[config.mk]
export PLATFORM = sky130hd
export DESIGN_NAME = const_fetch_seq
export DESIGN_NICKNAME = d
export VERILOG_FILES = /design/src/rtl/const_fetch_seq_pkg.sv /design/src/rtl/const_fetch_fifo.sv /design/src/rtl/const_fetch_seq.sv
export SDC_FILE = /design/constraint.sdc
export NUM_CORES = 1
export LEC_CHECK = 0
export BUFFER_PORTS_ARGS = -buffer_cell sky130_fd_sc_hd__buf_2
export CAP_MARGIN = 10
export CORE_ASPECT_RATIO = 0.8
export CORE_MARGIN = 2
export CORE_UTILIZATION = 61
export CTS_CLUSTER_DIAMETER = 40
export CTS_CLUSTER_SIZE = 28
export DETAILED_ROUTE_END_ITERATION = 16
export PLACE_DENSITY = 0.93
export SLEW_MARGIN = 20
export SYNTH_ARGS = -nofsm -noshare
export SYNTH_HDL_FRONTEND = slang
export SYNTH_HIERARCHICAL = 1
export SYNTH_SLANG_ARGS = --single-unit
[constraint.sdc]
create_clock -name clk -period 4 [get_ports clk]
set_input_delay 0.4 -clock clk [delete_from_list [all_inputs] [get_ports clk]]
set_output_delay 0.4 -clock clk [all_outputs]
set_load 0.02 [all_outputs]
[src/rtl/const_fetch_seq_pkg.sv]
// rtl/const_fetch_seq_pkg.sv - shared widths, FSM encoding and request check for const_fetch_seq
package const_fetch_seq_pkg;
  localparam int CONST_ADDR_W = 13;
  localparam int CONST_DATA_W = 8;

  typedef enum logic [1:0] {
    ST_IDLE  = 2'd0,
    ST_FETCH = 2'd1,
    ST_DRAIN = 2'd2
  } state_e;

  // A fetch may cover at most one whole sector, so idx never wraps into the next one.
  function automatic logic count_legal(input logic [31:0] cnt, input int idx_w);
    return (cnt != 32'd0) && (cnt <= (32'd1 << idx_w));
  endfunction
endpackage

[src/rtl/const_fetch_fifo.sv]
// rtl/const_fetch_fifo.sv - first-word-fall-through skid FIFO holding {last, data} entries
module const_fetch_fifo #(
  parameter int W = 9,
  parameter int D = 4
) (
  input  logic                 clk,
  input  logic                 init_n,
  input  logic                 push_i,
  input  logic [W-1:0]         push_data_i,
  input  logic                 pop_i,
  output logic [W-1:0]         head_o,
  output logic [$clog2(D):0]   count_o,
  output logic                 empty_o,
  output logic                 full_o
);
  localparam int AW = $clog2(D);
  localparam logic [AW-1:0] PTR_ONE  = 1;
  localparam logic [AW:0]   CNT_ONE  = 1;
  localparam logic [AW:0]   CNT_FULL = (AW+1)'(D);

  logic [W-1:0]  mem_q [D];
  logic [AW-1:0] wr_ptr_q, rd_ptr_q;
  logic [AW:0]   count_q;
  logic          do_push, do_pop;

  assign empty_o = (count_q == '0);
  assign full_o  = (count_q == CNT_FULL);
  assign count_o = count_q;
  assign head_o  = mem_q[rd_ptr_q];
  assign do_push = push_i && !full_o;
  assign do_pop  = pop_i && !empty_o;

  always_ff @(posedge clk) begin
    if (!init_n) begin
      wr_ptr_q <= '0;
      rd_ptr_q <= '0;
      count_q  <= '0;
    end else begin
      if (do_push) wr_ptr_q <= wr_ptr_q + PTR_ONE;
      if (do_pop)  rd_ptr_q <= rd_ptr_q + PTR_ONE;
      case ({do_push, do_pop})
        2'b10:   count_q <= count_q + CNT_ONE;
        2'b01:   count_q <= count_q - CNT_ONE;
        default: count_q <= count_q;
      endcase
    end
  end

  always_ff @(posedge clk) begin
    if (do_push) mem_q[wr_ptr_q] <= push_data_i;
  end
endmodule

[src/rtl/const_fetch_seq.sv]
// rtl/const_fetch_seq.sv - constant bank read initiator: issues {sector,idx} reads, streams bytes out
module const_fetch_seq
  import const_fetch_seq_pkg::*;
#(
  parameter int SEC_W  = 6,
  parameter int IDX_W  = 7,
  parameter int RD_LAT = 1,
  parameter int FIFO_D = 4
) (
  input  logic                    clk,
  input  logic                    init_n,
  input  logic                    tmode,
  input  logic                    req_valid,
  output logic                    req_ready,
  input  logic [SEC_W-1:0]        req_sector,
  input  logic [IDX_W:0]          req_count,
  output logic [CONST_ADDR_W-1:0] const_full_addr,
  input  logic [CONST_DATA_W-1:0] const_addr,
  output logic [CONST_DATA_W-1:0] out_data,
  output logic                    out_valid,
  output logic                    out_last,
  input  logic                    out_ready,
  output logic                    done,
  output logic                    err
);
  localparam int CW = $clog2(FIFO_D) + 1;
  localparam int SW = CW + 1;
  localparam logic [IDX_W-1:0] IDX_ONE  = 1;
  localparam logic [IDX_W:0]   LEFT_ONE = 1;

  state_e                  state_q;
  logic [SEC_W-1:0]        sector_q;
  logic [IDX_W-1:0]        idx_q;
  logic [IDX_W:0]          left_q;
  logic [CONST_ADDR_W-1:0] addr_q;
  logic                    done_q, err_q;
  logic [RD_LAT-1:0]       tag_v_q, tag_l_q;

  logic [CW-1:0] fifo_count;
  logic          fifo_empty, fifo_full;
  logic [8:0]    fifo_head;
  logic [SW-1:0] inflight;
  logic          credit_ok, issue, push, pop;

  // Reads already launched hold a FIFO slot until they land, so the FIFO can never overflow.
  always_comb begin
    inflight = '0;
    for (int i = 0; i < RD_LAT; i++) inflight = inflight + SW'(tag_v_q[i]);
  end

  assign credit_ok = (SW'(fifo_count) + inflight) < SW'(FIFO_D);
  assign issue     = (state_q == ST_FETCH) && !tmode && credit_ok;
  assign push      = tag_v_q[RD_LAT-1] && !fifo_full;
  assign pop       = out_valid && out_ready;

  assign req_ready       = init_n && (state_q == ST_IDLE);
  assign const_full_addr = addr_q;
  assign done            = done_q;
  assign err             = err_q;
  assign out_valid       = !fifo_empty;
  assign out_last        = fifo_head[8];
  assign out_data        = fifo_head[7:0];

  always_ff @(posedge clk) begin
    if (!init_n) begin
      state_q  <= ST_IDLE;
      sector_q <= '0;
      idx_q    <= '0;
      left_q   <= '0;
      addr_q   <= '0;
      done_q   <= 1'b0;
      err_q    <= 1'b0;
      tag_v_q  <= '0;
      tag_l_q  <= '0;
    end else begin
      done_q     <= 1'b0;
      err_q      <= 1'b0;
      tag_v_q[0] <= issue;
      tag_l_q[0] <= issue && (left_q == LEFT_ONE);
      for (int i = 1; i < RD_LAT; i++) begin
        tag_v_q[i] <= tag_v_q[i-1];
        tag_l_q[i] <= tag_l_q[i-1];
      end
      case (state_q)
        ST_IDLE: begin
          if (req_valid) begin
            if (count_legal(32'(req_count), IDX_W)) begin
              sector_q <= req_sector;
              idx_q    <= '0;
              left_q   <= req_count;
              state_q  <= ST_FETCH;
            end else begin
              done_q <= 1'b1;
              err_q  <= 1'b1;
            end
          end
        end
        ST_FETCH: begin
          if (issue) begin
            addr_q <= {sector_q, idx_q};
            idx_q  <= idx_q + IDX_ONE;
            left_q <= left_q - LEFT_ONE;
            if (left_q == LEFT_ONE) state_q <= ST_DRAIN;
          end
        end
        ST_DRAIN: begin
          if (pop && out_last) begin
            done_q  <= 1'b1;
            state_q <= ST_IDLE;
          end
        end
        default: state_q <= ST_IDLE;
      endcase
    end
  end

  const_fetch_fifo #(.W(9), .D(FIFO_D)) u_fifo (
    .clk         (clk),
    .init_n      (init_n),
    .push_i      (push),
    .push_data_i ({tag_l_q[RD_LAT-1], const_addr}),
    .pop_i       (pop),
    .head_o      (fifo_head),
    .count_o     (fifo_count),
    .empty_o     (fifo_empty),
    .full_o      (fifo_full)
  );
endmodule

# Yosys cells after proc, flatten, opt, wreduce, memory -nomap -nowiden

Memories as Yosys holds them, arrays and structs flattened. A register that Yosys moved wholly into a read port is not among the register bits.
Index checks and enable logic that the tools add are counted.

Input port bits: 27
Register bits after elaboration: 47
RAM bits: 36
Memories kept: 1
Word-level logic and storage cells: 79

Memories:

| name         | words | bits a word | read ports | clocked after memory_dff | write ports | line                   | source |
|---|---|---|---|---|---|---|---|
| u_fifo.mem_q | 4     | 9           | 1          | 1                        | 1           | const_fetch_fifo.sv:21 | `logic [W-1:0] mem_q [D];` |

Multiplexer cells: 23
Add/subtract/negate cells: 7
Eq/ne operators: 11
Order comparisons: 2
Reductions and logical operators: 23

Operator list:

| cell                                                                  | number |
|---|---|
| 8-bit two-way mux                                                     | 3 |
| 7-bit two-way mux                                                     | 3 |
| 8-bit case mux with 2 select lines                                    | 1 |
| 2-bit two-way mux                                                     | 7 |
| 7-bit case mux with 2 select lines                                    | 1 |
| 1-bit logical AND                                                     | 10 |
| 8-bit by 1-bit == test with 1-bit output (second input constant)      | 1 |
| 8-bit <= comparator (second input constant)                           | 1 |
| 8-bit nonzero test                                                    | 1 |
| 8-bit by 1-bit subtractor with 8-bit output (second input constant)   | 1 |
| 7-bit by 1-bit adder with 7-bit output (second input constant)        | 1 |
| 2-bit != test (second input constant)                                 | 3 |
| 2-bit case mux with 3 select lines                                    | 1 |
| 3-bit case mux with 2 select lines                                    | 1 |
| 1-bit two-way mux                                                     | 5 |
| 5-bit AND reduction                                                   | 1 |
| 2-bit by 1-bit adder with 2-bit output (second input constant)        | 2 |
| 3-bit by 1-bit adder with 4-bit output                                | 1 |
| 2-bit by 1-bit == test with 1-bit output (second input constant)      | 2 |
| 2-bit == test (second input constant)                                 | 2 |
| 4-bit by 3-bit < comparator with 1-bit output (second input constant) | 1 |
| 2-bit by 1-bit != test with 1-bit output (second input constant)      | 2 |
| 2-bit AND reduction                                                   | 2 |
| 4-bit AND reduction                                                   | 1 |
| 9 further kinds                                                       | 12 |

# Longest topological paths before layout

Word-level depth: 6
Gate-level depth with buffers: 11

# Cells and area by module

Netlist, hierarchy kept.

By module, submodules not included:

| module           | times used | seq. area each (sq um) | area an instance (sq um) | cells each |
|---|---|---|---|---|
| const_fetch_seq  | 1          | 800.8                  | 2000.7                   | 239 |
| const_fetch_fifo | 1          | 1261.2                 | 1786.7                   | 101 |

# Worst setup path before layout

No wires, ideal clock.

Kind: reg2reg
From: reg u_fifo.count_q[0], in the netlist u_fifo/count_o[0]
To: reg u_fifo.count_q[2], in the netlist u_fifo/count_o[2]
Slack: 1.841 ns
Arrival time: 2.089 ns
Library setup time: 0.070 ns
Stages on the path, launching flop included: 10
Buffers on the path: 0
Cell sequence: dfxtp_1 -> nor3_2 -> nor2b_1 -> nor2b_1 -> ha_1 -> inv_1 -> fa_1 -> xor2_1 -> or3_1 -> a21boi_1

Word-level cells in the longest chain between the ends: 6

Ends and longest elaborated chain:

| what                                                                      | line                   | source |
|---|---|---|
| start, declared                                                           | const_fetch_fifo.sv:23 | `logic [AW:0] count_q;` |
| start signal, assigned                                                    | const_fetch_fifo.sv:42 | `2'b10: count_q <= count_q + CNT_ONE;` |
| start signal, assigned                                                    | const_fetch_fifo.sv:43 | `2'b01: count_q <= count_q - CNT_ONE;` |
| start signal, assigned                                                    | const_fetch_fifo.sv:44 | `default: count_q <= count_q;` |
| 3-bit zero test *                                                         | const_fetch_fifo.sv:26 | `assign empty_o = (count_q == '0);` |
| named net fifo_empty                                                      | const_fetch_seq.sv:40  | `logic fifo_empty, fifo_full;` |
| 1-bit zero test *                                                         | const_fetch_seq.sv:60  | `assign out_valid = !fifo_empty;` |
| 1-bit logical AND *                                                       | const_fetch_seq.sv:54  | `assign pop = out_valid && out_ready;` |
| named net pop                                                             | const_fetch_seq.sv:43  | `logic credit_ok, issue, push, pop;` |
| 1-bit logical AND *                                                       | const_fetch_fifo.sv:31 | `assign do_pop = pop_i && !empty_o;` |
| named net u_fifo.do_pop                                                   | const_fetch_fifo.sv:24 | `logic do_push, do_pop;` |
| 2-bit by 1-bit == test with 1-bit output or 2-bit == test (tied branches) | const_fetch_fifo.sv:41 | `case ({do_push, do_pop})` |
| 3-bit case mux with 2 select lines or 2-bit nonzero test (tied branches)  | n/a                    |  |

Mark *: on every way through the listed nets, which the timed path passes. The rest lies on a longest branch.
A chain may end at the register's enable or synchronous reset.

# Worst setup path after layout

Ends and elaborated chain as after synthesis.

==> out/qor.csv <==
stage,metric,value,unit
setup_path,crit_slowest_cell,dfxtp_1,
setup_path,critical_path.reg2reg.endpoint,u_fifo/count_o[2],
synth,synthesis.instances,340,
setup_path,reg2reg_from,u_fifo/count_o[0],
setup_path,setup.worst_path.start,u_fifo/count_o[0],
place,place.detailed.hpwl,5430,um
floorplan,floorplan.io_pins,53,
timing,layout_worst_path_cycle_share,63.4,%
cells_and_area,fillCellCount,427,
cells_and_area,area_growth_syn_to_layout,11.6,%
clocking,cts_post_setup_buffers_inserted,0,
synth,syn-cell-area,3790,sq um
synth,synth_seq_cells,85,
cells_and_area,num-nets-final,416,
floorplan,core.rowCount,25,
min_path,hp-class,in -> reg,
setup_path,reg2reg_slack,1.47,ns
setup_path,critical_path_buf_inv_count,1,
clocking,cts_hold_repair.buffers,0,
setup_path,worstPathRequired,4.29,ns
drt,detailedRoute.firstPassIterationCount,5,
clocking,clk_pin_slew,0.08,ns
floorplan,dieArea,6860,sq um
cells_and_area,n_antenna_cell,0,
synth,synth.yosys.warnings,6,
clocking,tritoncts_buffer_count,9,
floorplan,placeableCoreArea,5940,sq um
timing,max_freq,0.395,GHz
timing,slew_violations,0,
pwr,power.static_leakage,1.51,nW
floorplan,die_h,74.5,um
timing,setup_repair_after_global_routing_missed_its_margin,no,
drt,route.final.wire_length,8080,um
synth,synth.top_cells.by_count,"dfxtp_1 (49), nand2_1 (42), edfxtp_1 (36), a21oi_1 (24), o21ai_0 (17)",
setup_path,cpPeakStageDelay,0.47,ns
setup_path,critical_path.most_common_cell,nor2b_1,
timing,hold_viol_final,0,
synth,dominantRegCellSynth,dfxtp_1,
setup_path,startpoint_type,flop,
setup_path,crit_type,reg -> reg,
timing,slew-limit-headroom,32.9,%
synth,ys_async_sr_fraction,0,%
timing,period_needed,2.53,ns
timing,worstMarginPinSlew,1.00,ns
drt,drt_drc_violations_left,0,
pwr,power_per_cell_area,394,nW/um^2
cells_and_area,stdcell_area,4230,sq um
place,port_buffers,52,
synth,synth_area_per_cell,11.1,sq um
floorplan,initial_core_util,63.7,%
timing,sum_of_negative_setup_slack,0,ns
clocking,cts_root_buffer,clkbuf_8,
global_routing,globalRoute.totalOverflow,0,
outcome,status,"complete, no violations",
clocking,htree_num_levels,3,
place,gpl.final_weighted_congestion,0.827,
drt,wl_per_cell,17.3,um
synth,synth_top_area_share,28.5,%
timing,setup_viol,0,
clocking,ctsLongestPathBuffers,2,
synth,most_common_cell_in_the_netlist,dfxtp_1,
setup_path,cell_depth_of_the_worst_flop_to_flop_path,9,
global_routing,grt_start_max_net_pins,34,
clocking,clock-sinks,85,
synth,synthDistinctLibCells,56,
setup_path,arr_time_crit_path,2.83,ns
clocking,cts_tree,done,
setup_path,cp_num_cells,9,
drt,detail-route-antenna-nets,0,
synth,postSynthNetCount,376,
timing,final.setup_skew,0.0104,ns
global_routing,antenna_violations_before_repair,0,
synth,sequential_element_share_of_the_synthesized_area,54.4,%
synth,count_of_flip_flops_with_a_built_in_enable_after_synthesis,36,
pwr,irDropWorstVdd,187,uV
cells_and_area,share_of_final_layout_standard_cells_stronger_than_drive_strength_1,23.4,%
job,max_cap_violations,0,
place,postPlaceCellArea,4030,sq um
drt,dr_total_vias,2843,
global_routing,track_usage,25.2,%
setup_path,worstSetupEndpoint,u_fifo/count_o[2],
global_routing,first_pass_grt_wire_length,13100,um
setup_path,cells_along_the_critical_path,nor3_2 > nor2b_1 > nor2b_1 > ha_1 > inv_1 > fa_1 > xor2_1 > or3_1 > a21boi_1,
synth,synth_top_cell_by_area,edfxtp_1,
floorplan,die_w,92.1,um
setup_path,timing.critical_path.to_type,flop,
drt,drt_first_iter_violations,251,
synth,yosys-top-cells-area,"edfxtp_1 (29%), dfxtp_1 (26%), mux4_2 (5.4%)",
clocking,clkLatencyLatePin,0.36,ns
setup_path,critPathMaxFanout,6,
global_routing,grt_pass1_vias,2654,
setup_path,timing.critical_path.max_delay_family,simple AND/OR/NAND/NOR gates,
clocking,ctsResizeCount,0,
drt,routed_via_density,6.10,
[logic make-up after synthesis]
logic type      share of synthesized area (%)
simple gates                             17.3
flops                                    54.4
compound gates                           13.0
buf+inv                                  4.36
mux                                      7.20
fa+ha+maj                                3.17
xor+xnor                                0.463
[cells in the final DEF, fill, tap and decap left out, types with 2 or more instances in the layout]
master	count
a21boi_1	2
a21oi_1	24
a22oi_1	2
a31oi_1	4
a31oi_2	2
a32oi_1	3
and2_1	9
buf_2	52
clkbuf_8	9
dfxtp_1	49
edfxtp_1	36
ha_1	8
inv_1	12
inv_6	2
mux2i_1	7
mux4_2	9
nand2_1	42
nand2b_1	2
nand3_1	11
nand4_1	8
nor2_1	9
nor2b_1	6
nor3_1	3
nor3_2	3
nor3b_1	3
nor4_1	3
o21ai_0	17
o22ai_1	2
o31a_1	5
o32ai_1	4
or3_1	3
or4_1	6
[registers in the layout, summed over array words and instances (netlist names), 2 cells and up, named ones only]
| name | flops |
|---|---|
| u_fifo/mem_q | 36 |
| const_full_addr | 13 |
| left_q | 8 |
| idx_q | 7 |
| sector_q | 6 |
| u_fifo/count_o | 3 |
| state_q | 2 |
| u_fifo/rd_ptr_q | 2 |
| u_fifo/wr_ptr_q | 2 |
[worst min path at each step]
stage	start	endpoint	slack, ns	cells past startpoint
2_1_floorplan	sector_q[3]	const_full_addr[10]	0.43	2
3_3_place_gp	const_full_addr[11]	const_full_addr[11]	0.44	2
3_5_place_dp	const_full_addr[1]	const_full_addr[1]	0.44	2
4_1_cts	const_addr[0]	u_fifo/mem_q[1][0]	0.24	1
5_1_grt	const_addr[5]	u_fifo/mem_q[0][5]	0.25	1
6_report	const_addr[0]	u_fifo/mem_q[1][0]	0.25	1
[power breakdown]
group,leakage [nW],internal (mW),switching [mW],total (mW)
Clock,0.0960,0.269,0.319,0.589
Combinational,0.698,0.0545,0.0902,0.145
Sequential,0.718,0.918,0.0158,0.933
Total,1.51,1.24,0.425,1.67
[routing by layer]
metal  part of all wire, %  vias up  track usage (%)
met5                     0        -                0
met4                   1.2        0             9.62
met3                   7.5       11             5.37
met2                    50      137             43.1
met1                    42     1354             32.2
li1                      -     1341                -
[through the flow]
| step | instances | util [%] | power, mW | setup WS [ns] | hold slack (ns) |
|---|---|---|---|---|---|
| 2_1_floorplan | 340 | - | 1.05 | 1.84 | 0.432 |
| 3_3_place_gp | 450 | 67.9 | 1.09 | 1.52 | 0.441 |
| 3_5_place_dp | 450 | 67.9 | 1.09 | 1.35 | 0.445 |
| 4_1_cts | 466 | 71.1 | 1.67 | 1.48 | 0.243 |
| 5_1_grt | 466 | 71.1 | 1.72 | 1.28 | 0.248 |
| 6_report | 466 | 71.1 | 1.67 | 1.47 | 0.250 |
[area by class of cell]
| type | count | area (sq um) | area share, % |
|---|---|---|---|
| Clock buffer | 11 | 153 | 3.61 |
| Inverter | 13 | 48.8 | 1.15 |
| Clock inverter | 5 | 40.0 | 0.947 |
| Multi-Input combinational cell | 219 | 1560 | 37.0 |
| Tap cell | 81 | 101 | 2.40 |
| Sequential cell | 85 | 2060 | 48.8 |
| Timing Repair Buffer | 52 | 260 | 6.16 |
Note: power is estimated with default switching activity, not from simulation.
